===== config.mk =====
export PLATFORM = sky130hd
export DESIGN_NAME = cache_mem_arbiter_flat
export DESIGN_NICKNAME = d
export VERILOG_FILES = /design/src/rtl/cache_mem_arbiter_if.sv /design/src/rtl/cache_mem_arbiter.sv /design/src/flat_wrapper.sv
export SDC_FILE = /design/constraint.sdc
export NUM_CORES = 1
export LEC_CHECK = 0
export BUFFER_PORTS_ARGS = -buffer_cell sky130_fd_sc_hd__clkbuf_2
export CAP_MARGIN = 20
export CORE_UTILIZATION = 29
export DETAILED_ROUTE_END_ITERATION = 16
export SYNTH_ARGS = -nofsm -noshare
export SYNTH_HDL_FRONTEND = slang
export SYNTH_SLANG_ARGS = --single-unit

===== constraint.sdc =====
create_clock -name clk -period 1.6 [get_ports clk]
set_input_delay 0.16 -clock clk [delete_from_list [all_inputs] [get_ports clk]]
set_output_delay 0.16 -clock clk [all_outputs]
set_load 0.05 [all_outputs]

===== src/rtl/cache_mem_arbiter_if.sv =====
// Request, response and backing-memory signals shared between the cache
// requesters, the arbiter and the single-port data memory.
interface cache_mem_arbiter_if;
    logic        i_req;
    logic [31:0] i_addr;
    logic        i_ready;
    logic [31:0] i_rdata;

    logic        d_req;
    logic        d_wb;
    logic [31:0] d_wb_addr;
    logic [31:0] d_wb_data;
    logic [31:0] d_addr;
    logic        d_ready;
    logic [31:0] d_rdata;

    logic        mem_en;
    logic        mem_we;
    logic [31:0] mem_addr;
    logic [31:0] mem_wdata;
    logic [31:0] mem_rdata;

    logic        busy;

    modport slave (
        input  i_req, i_addr, d_req, d_wb, d_wb_addr, d_wb_data, d_addr, mem_rdata,
        output i_ready, i_rdata, d_ready, d_rdata,
        output mem_en, mem_we, mem_addr, mem_wdata, busy
    );

    modport master (
        output i_req, i_addr, d_req, d_wb, d_wb_addr, d_wb_data, d_addr, mem_rdata,
        input  i_ready, i_rdata, d_ready, d_rdata,
        input  mem_en, mem_we, mem_addr, mem_wdata, busy
    );
endinterface


===== src/rtl/cache_mem_arbiter.sv =====
// Round-robin arbiter and fixed-latency sequencer for the backing data memory
// shared by the I-cache refill path and the D-cache refill/eviction path.
module cache_mem_arbiter #(
    parameter int unsigned MEM_LAT = 2
) (
    input  logic                  clk,
    input  logic                  rst_n,
    cache_mem_arbiter_if.slave    bus
);

    typedef enum logic [2:0] {IDLE, I_RD, D_WB, D_RD, RESP} state_t;

    state_t      state, state_nxt;
    logic [3:0]  cnt, cnt_nxt;
    logic        cnt_done;
    logic        grant_i, grant_d;
    logic        last_d;
    logic        sel_d;
    logic [31:0] i_addr_q, d_addr_q, wb_addr_q, wb_data_q;
    logic [31:0] i_rdata_q, d_rdata_q;

    // On a tie the side that lost the previous grant wins.
    always_comb begin
        state_nxt = state;
        cnt_nxt   = cnt;
        grant_i   = 1'b0;
        grant_d   = 1'b0;
        cnt_done  = (cnt == 4'(MEM_LAT - 1));
        case (state)
            IDLE: begin
                cnt_nxt = 4'd0;
                if (bus.i_req && bus.d_req) begin
                    grant_d = ~last_d;
                    grant_i = last_d;
                end else begin
                    grant_d = bus.d_req;
                    grant_i = bus.i_req;
                end
                if (grant_d)
                    state_nxt = bus.d_wb ? D_WB : D_RD;
                else if (grant_i)
                    state_nxt = I_RD;
            end
            I_RD, D_RD: begin
                if (cnt_done) begin
                    cnt_nxt   = 4'd0;
                    state_nxt = RESP;
                end else begin
                    cnt_nxt = cnt + 4'd1;
                end
            end
            D_WB: begin
                if (cnt_done) begin
                    cnt_nxt   = 4'd0;
                    state_nxt = D_RD;
                end else begin
                    cnt_nxt = cnt + 4'd1;
                end
            end
            RESP:    state_nxt = IDLE;
            default: state_nxt = IDLE;
        endcase
    end

    always_ff @(posedge clk or negedge rst_n) begin
        if (!rst_n) begin
            state  <= IDLE;
            cnt    <= 4'd0;
            last_d <= 1'b0;
            sel_d  <= 1'b0;
        end else begin
            state <= state_nxt;
            cnt   <= cnt_nxt;
            if (grant_i || grant_d) begin
                last_d <= grant_d;
                sel_d  <= grant_d;
            end
        end
    end

    // Request fields are frozen at grant so requesters may change them freely.
    always_ff @(posedge clk or negedge rst_n) begin
        if (!rst_n) begin
            i_addr_q  <= '0;
            d_addr_q  <= '0;
            wb_addr_q <= '0;
            wb_data_q <= '0;
            i_rdata_q <= '0;
            d_rdata_q <= '0;
        end else begin
            if (grant_i)
                i_addr_q <= bus.i_addr;
            if (grant_d) begin
                d_addr_q  <= bus.d_addr;
                wb_addr_q <= bus.d_wb_addr;
                wb_data_q <= bus.d_wb_data;
            end
            if (state == I_RD && cnt_done)
                i_rdata_q <= bus.mem_rdata;
            if (state == D_RD && cnt_done)
                d_rdata_q <= bus.mem_rdata;
        end
    end

    always_comb begin
        bus.mem_en    = 1'b0;
        bus.mem_we    = 1'b0;
        bus.mem_addr  = '0;
        bus.mem_wdata = '0;
        bus.i_ready   = 1'b0;
        bus.d_ready   = 1'b0;
        case (state)
            I_RD: begin
                bus.mem_en   = 1'b1;
                bus.mem_addr = i_addr_q;
            end
            D_RD: begin
                bus.mem_en   = 1'b1;
                bus.mem_addr = d_addr_q;
            end
            D_WB: begin
                bus.mem_en    = 1'b1;
                bus.mem_we    = 1'b1;
                bus.mem_addr  = wb_addr_q;
                bus.mem_wdata = wb_data_q;
            end
            RESP: begin
                bus.i_ready = ~sel_d;
                bus.d_ready = sel_d;
            end
            default: ;
        endcase
    end

    assign bus.busy    = (state != IDLE);
    assign bus.i_rdata = i_rdata_q;
    assign bus.d_rdata = d_rdata_q;

endmodule


===== src/flat_wrapper.sv =====
// flat-port wrapper written by rule: the top's interface ports become plain ports
module cache_mem_arbiter_flat 
#(
    parameter int unsigned MEM_LAT = 2
)
  (clk, rst_n, bus_i_req, bus_i_addr, bus_d_req, bus_d_wb, bus_d_wb_addr, bus_d_wb_data, bus_d_addr, bus_mem_rdata, bus_i_ready, bus_i_rdata, bus_d_ready, bus_d_rdata, bus_mem_en, bus_mem_we, bus_mem_addr, bus_mem_wdata, bus_busy);
  cache_mem_arbiter_if bus_i ();
  input  logic clk;
  input  logic rst_n;
  input wire logic [$bits(bus_i.i_req)-1:0] bus_i_req;
  input wire logic [$bits(bus_i.i_addr)-1:0] bus_i_addr;
  input wire logic [$bits(bus_i.d_req)-1:0] bus_d_req;
  input wire logic [$bits(bus_i.d_wb)-1:0] bus_d_wb;
  input wire logic [$bits(bus_i.d_wb_addr)-1:0] bus_d_wb_addr;
  input wire logic [$bits(bus_i.d_wb_data)-1:0] bus_d_wb_data;
  input wire logic [$bits(bus_i.d_addr)-1:0] bus_d_addr;
  input wire logic [$bits(bus_i.mem_rdata)-1:0] bus_mem_rdata;
  output wire logic [$bits(bus_i.i_ready)-1:0] bus_i_ready;
  output wire logic [$bits(bus_i.i_rdata)-1:0] bus_i_rdata;
  output wire logic [$bits(bus_i.d_ready)-1:0] bus_d_ready;
  output wire logic [$bits(bus_i.d_rdata)-1:0] bus_d_rdata;
  output wire logic [$bits(bus_i.mem_en)-1:0] bus_mem_en;
  output wire logic [$bits(bus_i.mem_we)-1:0] bus_mem_we;
  output wire logic [$bits(bus_i.mem_addr)-1:0] bus_mem_addr;
  output wire logic [$bits(bus_i.mem_wdata)-1:0] bus_mem_wdata;
  output wire logic [$bits(bus_i.busy)-1:0] bus_busy;
  assign bus_i.i_req = bus_i_req;
  assign bus_i.i_addr = bus_i_addr;
  assign bus_i.d_req = bus_d_req;
  assign bus_i.d_wb = bus_d_wb;
  assign bus_i.d_wb_addr = bus_d_wb_addr;
  assign bus_i.d_wb_data = bus_d_wb_data;
  assign bus_i.d_addr = bus_d_addr;
  assign bus_i.mem_rdata = bus_mem_rdata;
  assign bus_i_ready = bus_i.i_ready;
  assign bus_i_rdata = bus_i.i_rdata;
  assign bus_d_ready = bus_i.d_ready;
  assign bus_d_rdata = bus_i.d_rdata;
  assign bus_mem_en = bus_i.mem_en;
  assign bus_mem_we = bus_i.mem_we;
  assign bus_mem_addr = bus_i.mem_addr;
  assign bus_mem_wdata = bus_i.mem_wdata;
  assign bus_busy = bus_i.busy;
  cache_mem_arbiter #(.MEM_LAT(MEM_LAT)) u_core (.clk(clk), .rst_n(rst_n), .bus(bus_i));
endmodule

; Word-level counts from Yosys, hierarchy flattened
; Index checks and enable logic that the tools add are counted.
[totals]
register_bits = 200
elab_cells = 49
[op_classes]
n_addsub = 1
n_eq_ne = 8
mux = 20
n_bitwise = 1
reduce_logical = 10
[op_table]
columns = cell, count
row1 = case mux 32 bit (3 select lines), 1
row2 = 2-to-1 mux 32 bit, 1
row3 = 2-to-1 mux 3 bit, 4
row4 = 2-to-1 mux 1 bit, 11
row5 = case mux 3 bit (3 select lines), 1
row6 = case mux 4 bit (2 select lines), 1
row7 = == test 3 x 2 -> 1 bit (second input constant), 2
row8 = adder 4 x 1 -> 4 bit (second input constant), 1
row9 = == test 4 x 1 -> 1 bit (second input constant), 1
row10 = 2-to-1 mux 4 bit, 1
row11 = inequality test 2 x 1 -> 1 bit (second input constant), 2
row12 = == test 3 x 1 -> 1 bit (second input constant), 1
row13 = == test 3 bit (second input constant), 1
row14 = logical AND 1 bit, 3
row15 = logical NOT 3 bit, 1
row16 = inequality test 3 x 1 -> 1 bit (second input constant), 1
row17 = AND reduction 3 bit, 1
row18 = nonzero test 3 bit, 1
row19 = OR reduction 3 bit, 1
row20 = nonzero test 2 bit, 1
row21 = OR reduction 2 bit, 1
row22 = logical OR 1 bit, 1
row23 = inverter 1 bit, 1

; Depth between registers and ports, before layout
[logic_depth]
depth_word = 6
ltp_mapped = 7
depth_no_buf = 5

; Least setup slack after synthesis
; No wires, ideal clock.
[synth_timing]
path_type = reg2out
start = reg u_core.state[1]
end = out bus_mem_addr[10]
arrival_ps = 1908
required_time_ps = 1440
setup_slack_ps = -468
path_stages_with_launch = 7
path_buffers = 3
cell_sequence = dfrtp_1 -> buf_2 -> nor2b_1 -> clkbuf_1 -> clkbuf_1 -> a22oi_1 -> nor2_1
[synth_between]
elab_chain_cells = 2
[synth_lines]
columns = item, line
row1 = start: declaration, cache_mem_arbiter.sv:13  ; state_t state, state_nxt;
row2 = start signal: assignment, cache_mem_arbiter.sv:72  ; state <= state_nxt;
row3 = == test 3 x 2 -> 1 bit / == test 3 x 1 -> 1 bit (equally long branches), cache_mem_arbiter.sv:112  ; case (state)
row4 = case mux 32 bit (3 select lines) (*), cache_mem_arbiter.sv:112
row5 = end: declaration, flat_wrapper.sv:24  ; output wire logic [$bits(bus_i.mem_addr)-1:0] bus_mem_addr;
; Every way passes the cells marked *; elsewhere a longest branch is shown, timed or not.

; Final worst setup path
[layout_timing]
start = reg u_core.state[1]
end = out bus_mem_addr[14]
; The elaborated chain is that of the path after synthesis.

==> impl_results.md <==
- Status: finished with violations
- Failing checks: negative setup slack
- Die height: 174 um
- Number of flops mapped to enable cells by yosys: 0
- DPL Wire Length: 15.7 mm
- Synth top area share: 0.584
- Max Cap Viol: 0
- Slowest CP cell: dfrtp_2
- TritonCTS clock tree: built
- Most frequent cell after synthesis: mux2_2
- Global Route Usage Sum: 0.188
- CTS Buf Count: 17
- Io pins: 298
- Syn Nets: 770
- Worst setup margin: -483 ps
- Number of global-route vias before repair: 7836
- Top cells by area, synth: dfrtp_1 (58%), mux2_2 (29%), a22oi_1 (2.8%), and2_1 (2.3%), nor2_1 (1.8%)
- Post-synth cell types: 31
- Unrepaired setup endpoints after global routing: true
- Clock Path Buffers: 2
- Leak pwr: 7.16 nW
- H-tree lvl count: 4
- Critical Path Source Type: flip-flop
- GR Overflow Total: 0
- Rows: 62
- Final core utilization: 0.540
- Clock transition at path regs: 80 ps
- Final setup fails: 254
- Number of synthesized register bits: 200
- Die ar.: 0.0302 mm^2
- Final instance area: 0.0156 mm^2
- Sink Count: 200
- Clk_lat worst skew: 440 ps
- First-pass DRT Iterations: 4
- Pins over their slew limit: 0
- Number of port buffers: 297
- Share of cells above drive strength 1: 0.664
- Setup CP Type: flip-flop to primary output
- Die W: 174 um
- Worst path max stage delay: 470 ps
- Metal-1 WL: 11.8 mm
- Part of the Yosys area used for sequential elements: 0.584
- Slew at the pin closest to its max-slew limit: 595 ps
- Hold Crit Class: input port to async pin
- Met3 routed WL: 1.84 mm
- Gpl congestion: 0.750
- CP Data Required Time: 1440 ps
- Crit path cell chain: buf_12, buf_16, mux2_4, a22oi_2, nor2_4, buf_8
- Highest routed layer: met4
- Slew margin rel.: 0.603
- Final min period: 2080 ps
- Routed wl met2: 15.5 mm
- Max Clock Skew: 13.7 ps
- Final WL: 29.9 mm
- Max VDD drop: 1.58 mV
- Worst Path Arrival: 1920 ps
- Post-synth top cells: mux2_2 (223), dfrtp_1 (200), nor2_1 (40), a22oi_1 (32), and2_1 (32)
- Number of DRC markers in iteration 0: 223
- Post-synth top area cell: dfrtp_1
- Syn Inst Count: 603
- Largest net degree at the start of global routing: 101
- Syn-to-layout area delta: 82.0%
- Area of the multi-input gates: 0.00402 mm^2
- Core area: 0.0289 mm^2
- Initial antenna violation count: 0
- DRC viols: 0
- Fill count: 2321
- CP endpoint kind: primary output
- Initial core utilization: 0.297
- Power Dens Cells: 2310 mW/mm^2
- Hold Fails Final Rpt: 0
- CTS root buffer: clkbuf_16
- Fin crit share: 1.30
- Fraction of registers with async set or reset after synthesis: 1.00
- Vias per inst: 4.62
- ANT nets after route: 0
- Nets: 1300
- Routed WL per cell: 19.5 um
- Final cell count without fillers: 1529
- Mean Syn Cell Area: 14.2 um^2
- Synth warnings: 0
- Post-Syn Area: 0.00856 mm^2
- Number of diodes: 0
- CP Max Fanout: 6
- Main synth FF type: dfrtp_1
- First-pass GRT wire length: 44.0 mm
- Dpl cell area: 0.0114 mm^2
- Placed cell count: 1281
- Fmax: 480 MHz
- Sequential Area: 0.00501 mm^2
- Routed vias: 7063
-- path summary, 6_finish.rpt --
kind | startpoint | end | slack [ps] | cells past startpoint
worst max-delay path | u_core.state[1]$_DFFE_PN0P_ | bus_mem_addr[14] | -480 | 6
worst min-delay path | rst_n | u_core.wb_data_q[8]$_DFFE_PN0P_ | 110 | 2
worst max register to register | u_core.state[2]$_DFFE_PN0P_ | u_core.d_addr_q[5]$_DFFE_PN0P_ | -420 | 9
worst min register to register | u_core.i_addr_q[24]$_DFFE_PN0P_ | u_core.i_addr_q[24]$_DFFE_PN0P_ | 500 | 1
max in group asynchronous | rst_n | u_core.state[2]$_DFFE_PN0P_ | 660 | 3
min in group clk | bus_d_req | u_core.last_d$_DFFE_PN0P_ | 120 | 3
-- power by group --
part | internal, mW | leakage, nW | switching (mW)
combinational | 10.4 | 4.51 | 12.1
sequential | 7.68 | 2.37 | 1.51
clock | 2.23 | 0.288 | 2.17
total | 20.3 | 7.16 | 15.8
-- critical path: cells and delay by family (launching register included) --
family | cells | cell delay [ps]
and+or+nand+nor | 1 | 50
AOI/OAI and AO/OA | 1 | 210
muxes | 1 | 300
buffers and inverters | 3 | 450
DFF | 1 | 470
-- placed cells by master, fill, tap and decap left out, drive strengths merged, types with 2 or more instances in the layout --
master       count
clkbuf         271
mux2           224
dfrtp          200
dlygate4sd3    162
buf            136
nor2            40
a22oi           32
and2            32
inv             10
nand2            5
nor2b            4
clkinv           4
nand2b           3
nand3            3
nor4             2
o21ai            2
ha               2
-- stage by stage --
step                      setup TNS (ps)  worst slack (ps)  hold WS, ps  total power [mW]
after floorplan                     -114              -104         -136              21.3
after global placement             -6770             -96.7         7.22              26.1
after detailed placement          -14130              -132         7.03              26.4
after CTS                         -77250              -479        0.260              34.9
after global routing              -83010              -555         87.2              37.7
final                             -69100              -483          113              36.1
-- repair_timing --
action	4_1_cts	5_1_grt
pin swaps	8	55
resized for setup	188	125
setup buffers	22	14
endpoints found under the setup margin	261	262
cloned	21	12
hold buffers	161	1
hold endpoints to repair	391	1
-- cell families (layout without fill, tap and decap cells) --
group / count (synthesis) / count (layout) / share of synthesized area
multiplexers: 225 / 225 / 0.296
flip-flops: 200 / 200 / 0.584
AND/OR/NAND/NOR: 93 / 93 / 0.0570
buffers and inverters: 42 / 584 / 0.0244
AO/OA/AOI/OAI: 41 / 41 / 0.0355
adder cells (fa/ha/maj): 2 / 2 / 0.00292
-- per-layer routing --
metal	up-vias	GRT usage
met2	239	0.342
met4	0	0.0585
met3	41	0.0529
met1	3572	0.212
li1	3211	-
met5	-	0
-- cell type report --
class,instances,share of cell area
tap,384,0.0308
multi-input combinational,361,0.258
sequential,200,0.322
inverter,2,0.000642
clock buffer,18,0.0275
timing repair buffer,551,0.351
clock inverter,13,0.0101
-- registers in the layout, summed over array words and instances (netlist names) --
| name | flops |
|---|---|
| u_core.bus.d_rdata | 32 |
| u_core.bus.i_rdata | 32 |
| u_core.cnt | 4 |
| u_core.d_addr_q | 32 |
| u_core.i_addr_q | 32 |
| u_core.last_d | 1 |
| u_core.state | 3 |
| u_core.wb_addr_q | 32 |
| u_core.wb_data_q | 32 |
Note: power is estimated with default switching activity, not from simulation.
